`src/rtl/synth_pkg.sv`:
```
// Shared widths and the quarter-wave phase fold used by the sine ROM arbiter.
// Latency: none (constants and a pure combinational function).
// Backpressure: n/a.
package synth_pkg;

  localparam int PHASE_W    = 7;
  localparam int ROM_ADDR_W = 5;
  localparam int ROM_AMPL_W = 6;
  localparam int SAMPLE_W   = 7;

  // Returns {sign, addr}. The quadrant bit p[5] mirrors the index, so that
  // 31-idx walks the table backwards; the top bit p[6] gives the sign.
  function automatic logic [ROM_ADDR_W:0] phase_fold(input logic [PHASE_W-1:0] p);
    logic [ROM_ADDR_W-1:0] idx;
    idx = p[ROM_ADDR_W-1:0];
    return {p[PHASE_W-1], (p[ROM_ADDR_W] ? ~idx : idx)};
  endfunction

endpackage

```
`src/rtl/sin_rom_arbiter_rr_arbiter.sv`:
```
// Round-robin arbiter: one-hot grant plus binary id, pointer advances past the winner.
// Latency: grant is combinational in the request cycle; pointer updates on the next edge.
// Backpressure: enable low (or reset held) suppresses all grants; pointer then holds.
module rr_arbiter #(
  parameter int N    = 4,
  parameter int ID_W = 2
) (
  input  logic            clk,
  input  logic            rstn,
  input  logic            enable,
  input  logic [N-1:0]    req,
  output logic [N-1:0]    gnt,
  output logic            gnt_vld,
  output logic [ID_W-1:0] gnt_id
);

  logic [ID_W-1:0] ptr_q, ptr_d;
  logic [ID_W:0]   cand;
  logic [ID_W:0]   nxt;

  // Search from ptr upward with wrap; the first active request wins.
  always_comb begin
    gnt     = '0;
    gnt_vld = 1'b0;
    gnt_id  = '0;
    cand    = '0;
    if (rstn && enable) begin
      for (int k = 0; k < N; k++) begin
        cand = {1'b0, ptr_q} + (ID_W+1)'(k);
        if (cand >= (ID_W+1)'(N)) cand = cand - (ID_W+1)'(N);
        if (!gnt_vld && req[cand[ID_W-1:0]]) begin
          gnt_vld                  = 1'b1;
          gnt_id                   = cand[ID_W-1:0];
          gnt[cand[ID_W-1:0]]      = 1'b1;
        end
      end
    end
  end

  // Next pointer: one past the winner, unchanged when nothing was granted.
  always_comb begin
    nxt   = {1'b0, gnt_id} + (ID_W+1)'(1);
    ptr_d = ptr_q;
    if (gnt_vld) ptr_d = (nxt == (ID_W+1)'(N)) ? '0 : nxt[ID_W-1:0];
  end

  // Pointer register.
  always_ff @(posedge clk or negedge rstn) begin
    if (!rstn) ptr_q <= '0;
    else       ptr_q <= ptr_d;
  end

endmodule

```
`src/rtl/sin_rom_arbiter.sv`:
```
// Shares one quarter-wave sine ROM among N_REQ voices; folds phase, returns signed tagged samples.
// Latency: 3 cycles from grant to rsp_valid; one sample per cycle throughput.
// Backpressure: none downstream; enable low stops new grants while in-flight samples drain.
module sin_rom_arbiter
  import synth_pkg::*;
#(
  parameter int N_REQ = 4,
  parameter int ID_W  = 2
) (
  input  logic                     clk,
  input  logic                     rstn,
  input  logic                     enable,
  input  logic [N_REQ-1:0]         req,
  input  logic [PHASE_W*N_REQ-1:0] phase,
  output logic [N_REQ-1:0]         gnt,
  output logic                     rom_en,
  output logic [ROM_ADDR_W-1:0]    rom_addr,
  input  logic [ROM_AMPL_W-1:0]    rom_data,
  output logic                     rsp_valid,
  output logic [ID_W-1:0]          rsp_id,
  output logic [SAMPLE_W-1:0]      rsp_sample
);

  logic                  gnt_vld;
  logic [ID_W-1:0]       gnt_id;
  logic [PHASE_W-1:0]    phase_arr [N_REQ];
  logic [ROM_ADDR_W:0]   fold;

  // Stage 1 travels with the ROM access, stage 2 with the ROM data.
  logic                  rom_en_q;
  logic [ROM_ADDR_W-1:0] rom_addr_q;
  logic                  s1_sign_q;
  logic [ID_W-1:0]       s1_id_q;
  logic                  s2_vld_q;
  logic                  s2_sign_q;
  logic [ID_W-1:0]       s2_id_q;

  logic                  rsp_valid_q;
  logic [ID_W-1:0]       rsp_id_q, rsp_id_d;
  logic [SAMPLE_W-1:0]   rsp_sample_q, rsp_sample_d;
  logic [SAMPLE_W-1:0]   ampl;

  rr_arbiter #(
    .N    (N_REQ),
    .ID_W (ID_W)
  ) u_arb (
    .clk     (clk),
    .rstn    (rstn),
    .enable  (enable),
    .req     (req),
    .gnt     (gnt),
    .gnt_vld (gnt_vld),
    .gnt_id  (gnt_id)
  );

  // Unpack phases and fold the winner's phase onto the quarter-wave table.
  always_comb begin
    for (int i = 0; i < N_REQ; i++) phase_arr[i] = phase[i*PHASE_W +: PHASE_W];
    fold = phase_fold(phase_arr[gnt_id]);
  end

  // ROM request stage and the sign/id shadow pipeline; idle slots carry zeros.
  always_ff @(posedge clk or negedge rstn) begin
    if (!rstn) begin
      rom_en_q   <= 1'b0;
      rom_addr_q <= '0;
      s1_sign_q  <= 1'b0;
      s1_id_q    <= '0;
      s2_vld_q   <= 1'b0;
      s2_sign_q  <= 1'b0;
      s2_id_q    <= '0;
    end else begin
      rom_en_q   <= gnt_vld;
      rom_addr_q <= gnt_vld ? fold[ROM_ADDR_W-1:0] : '0;
      s1_sign_q  <= gnt_vld & fold[ROM_ADDR_W];
      s1_id_q    <= gnt_vld ? gnt_id : '0;
      s2_vld_q   <= rom_en_q;
      s2_sign_q  <= s1_sign_q;
      s2_id_q    <= s1_id_q;
    end
  end

  // Apply sign to the ROM amplitude; outputs are forced to zero on empty slots.
  always_comb begin
    ampl         = {1'b0, rom_data};
    rsp_sample_d = '0;
    rsp_id_d     = '0;
    if (s2_vld_q) begin
      rsp_sample_d = s2_sign_q ? SAMPLE_W'(-ampl) : ampl;
      rsp_id_d     = s2_id_q;
    end
  end

  // Output sample register.
  always_ff @(posedge clk or negedge rstn) begin
    if (!rstn) begin
      rsp_valid_q  <= 1'b0;
      rsp_id_q     <= '0;
      rsp_sample_q <= '0;
    end else begin
      rsp_valid_q  <= s2_vld_q;
      rsp_id_q     <= rsp_id_d;
      rsp_sample_q <= rsp_sample_d;
    end
  end

  assign rom_en     = rom_en_q;
  assign rom_addr   = rom_addr_q;
  assign rsp_valid  = rsp_valid_q;
  assign rsp_id     = rsp_id_q;
  assign rsp_sample = rsp_sample_q;

endmodule

```
`config.mk`:
```
export PLATFORM = sky130hd
export DESIGN_NAME = sin_rom_arbiter
export DESIGN_NICKNAME = d
export VERILOG_FILES = /design/src/rtl/synth_pkg.sv /design/src/rtl/sin_rom_arbiter_rr_arbiter.sv /design/src/rtl/sin_rom_arbiter.sv
export SDC_FILE = /design/constraint.sdc
export NUM_CORES = 1
export LEC_CHECK = 0
export BUFFER_PORTS_ARGS = -buffer_cell sky130_fd_sc_hd__buf_2
export CORE_MARGIN = 1.5
export CORE_UTILIZATION = 46
export DETAILED_ROUTE_END_ITERATION = 10
export PLACE_DENSITY = 0.76
export SLEW_MARGIN = 30
export SYNTH_ARGS = -nofsm -noshare
export SYNTH_HDL_FRONTEND = slang
export SYNTH_SLANG_ARGS = --single-unit
```
`constraint.sdc`:
```
create_clock -name clk -period 2.2 [get_ports clk]
set_input_delay 0.22 -clock clk [delete_from_list [all_inputs] [get_ports clk]]
set_output_delay 0.22 -clock clk [all_outputs]
set_load 0.02 [all_outputs]
```
==> flow_summary.yaml <==
synth:
  ys_types: 35
  synth_nets: 233
  synth_top_area_frac: 0.334
  synth.avg_cell_area_um2: 10.2
  ys_warn_count: 0
  post-synth-top-area-cell: "dfrtp_1"
  yosysSeqAreaShare: 0.334
  ys_ff_latch: 25
  synthTopCellsByArea: "dfrtp_1 33%, xor2_1 9.4%, mux2i_1 7.5%"
  synthCells: 184
  synth_area_um2: 1870
die:
  row_count: 23
  die_area_um2: 4460
  core_area_um2: 3940
  die_h_um: 66.8
  die_x_um: 66.8
  top_level_ports: 61
  initial_core_util: 0.475
global_route:
  grt_pass1_vias: 1337
  grt_max_degree: 25
  antenna_found_initial: 0
  grt_pass1_wl_um: 6000
  grt-ovfl-total: 0
  gr-usage-all-layers: 0.173
sta:
  fin_skew_ps: 2.71
  setup_tns_ps: -2270
  finalHoldViolCount: 0
  worstMarginPinSlew_ps: 391
  setup_viol: 11
  holdWs_ps: 189
  finalCriticalPeriod_ps: 2470
  min_period_over_period: 1.12
  max_freq_mhz: 405
  slew_headroom: 0.739
  rsz0062_at_grt: "true"
  fin_ws_ps: -270
  final_max_slew_viol_count: 0
drt:
  vias_per_cell: 4.84
  totalWireLength_um: 3740
  vias: 1501
  drt_pass1_iterations: 4
  wl_per_cell_um: 12.1
  postRouteAntennaNets: 0
  drc: 0
  drt-initial-drc-count: 60
critical_path:
  crit_family: "compound AO/OA/AOI/OAI gates"
  worstPathArrival_ps: 2250
  worst-r2r-setup-slack_ps: -210
  slowest_delay_ps: 430
  cp.required_ps: 1980
  start_kind: "flop"
  crit_slowest_cell: "mux4_2"
  crit_buf_inv: 3
  worstPathMaxFanout: 8
  critPathKind: "reg2out"
  path_cells: "buf_12 -> inv_8 -> ha_4 -> mux4_2 -> a221o_1 -> o21ai_1 -> a21oi_2 -> buf_4"
  endpoint_kind: "output port"
place:
  port_buffers: 60
  placed_cell_area_um2: 2320
  gp_congestion: 0.796
  hpwl_um: 2720
clocking:
  cts_num_sinks: 25
  clkTransAtPathRegs_ps: 90
  htree_levels: 1
  insertion_delay_ps: 260
  clock_path_buffers: 2
  cts_tree: "yes"
  cts_root_buf: "clkbuf_8"
  numCtsBuffers: 3
final_layout:
  fillers: 295
  final_common_cell: "buf_2"
  layout_common_cells: "56 x buf_2, 33 x nand2_1, 24 x dfrtp_1, 20 x xor2_1, 19 x buf_4"
  final_core_util: 0.639
  drive_gt1_frac: 0.465
  syn_to_final_growth_pct: 34.7
  nets: 310
  antenna_cells: 0
  stdcell_area_um2: 2520
worst_hold_path:
  hold_class: "in2reg"
power_and_ir_drop:
  p_leak_nw: 1.28
  totalPowerFinal_mw: 2.91
  power_frac_comb: 0.704
  p_switching_mw: 1.19
  power_density_nw_per_um2: 1150
  cell_internal_pwr_mw: 1.72
  switching_share: 0.408
  peakVddDrop_v: 0.000492
  clkPwrFrac: 0.092
  seqPwrFrac: 0.204
status:
  status: "finished with violations"
  violations: "negative setup slack"
flow_run:
  maxCapViolCount: 0
-- sequential cells by signal, indices dropped and copies added, names as in the netlist --
signal and flops:
rom_addr 5, rom_en 1, rsp_id 2, rsp_sample 7, rsp_valid 1, s1_id_q 2
s1_sign_q 1, s2_id_q 2, s2_sign_q 1, s2_vld_q 1, u_arb.ptr_q 2
-- layout make-up --
type                    count  area (um2)  share of cell area
flip-flops and latches     25         627               0.249
clock inverters             1        7.51             0.00298
multi-input cells         144        1250               0.498
well taps                  50        62.6              0.0248
inverters                   6        30.0              0.0119
repair buffers             81         498               0.198
clock buffers               3        41.3              0.0164
-- metal layers --
metal	vias up	global-route usage	wire length, um
met2	40	0.313	1960
li1	774	-	-
met5	-	0	0
met3	4	0.0220	158
met1	683	0.221	1600
met4	0	0.0332	28
-- power by group through the flow --
stage	Combinational (mW)	Sequential, mW	Clock (mW)
3_5_place_dp	1.64	0.607	0
4_1_cts	2.06	0.596	0.279
2_1_floorplan	1.20	0.669	0
3_3_place_gp	1.62	0.601	0
6_report	2.05	0.594	0.267
5_1_grt	2.19	0.608	0.298
-- cell families after synthesis --
kind of cell | count (synthesis) | share of synthesized area
AOI/OAI and AO/OA | 25 | 0.104
xor gates and xnor gates | 26 | 0.122
adders and majority gates | 8 | 0.0535
buffers and inverters | 15 | 0.0421
DFF | 25 | 0.334
muxes | 27 | 0.191
and+or+nand+nor | 58 | 0.154
-- Yosys cell counts --
library cell  number
a21oi_1            6
a21oi_2            1
a221o_1            4
a22oi_4            1
a31o_1             1
and2_1             8
and3b_1            1
buf_1              2
buf_6              3
clkbuf_1           4
dfrtp_1           25
ha_1               8
inv_1              6
mux2_2             2
mux2_4             7
mux2i_1           14
mux2i_4            1
mux4_2             3
nand2_1           34
nand2_2            1
nand2b_1           3
nor2_1             6
nor2_4             1
nor2_8             1
nor2b_1            1
nor3_2             1
o21ai_0            5
o21ai_2            2
o221ai_1           1
o311a_1            1
o31ai_1            2
o32ai_1            1
or3_1              1
xnor2_1            6
xor2_1            20
-- metrics by stage --
step                worst slack [ps]  std cells
detailed placement             -57.1        294
floorplan                      -67.3        184
global placement               -5.76        294
global route                    -332        310
finish                          -270        310
CTS                             -218        311
-- repair_timing --
action                                 in CTS  in global routing
gates cloned                                1                  0
endpoints found under the hold margin       1                  0
setup endpoints to repair                  10                 12
gates resized for setup                    18                  5
pin swaps                                  12                  7
buffers inserted                           11                  1
hold buffers                                1                  0
-- path summary, 6_finish.rpt --
path	end	cells after the start	startpoint
max	gnt[3]	8	u_arb.ptr_q[0]
min	rsp_sample[0]	2	rom_data[0]
max reg2reg	rom_addr[0]	10	u_arb.ptr_q[0]
min reg2reg	s2_sign_q	0	s1_sign_q
max in group asynchronous	u_arb.ptr_q[1]	3	rstn
min in group asynchronous	u_arb.ptr_q[0]	2	rstn
Power figures use the tool's default switching activity.
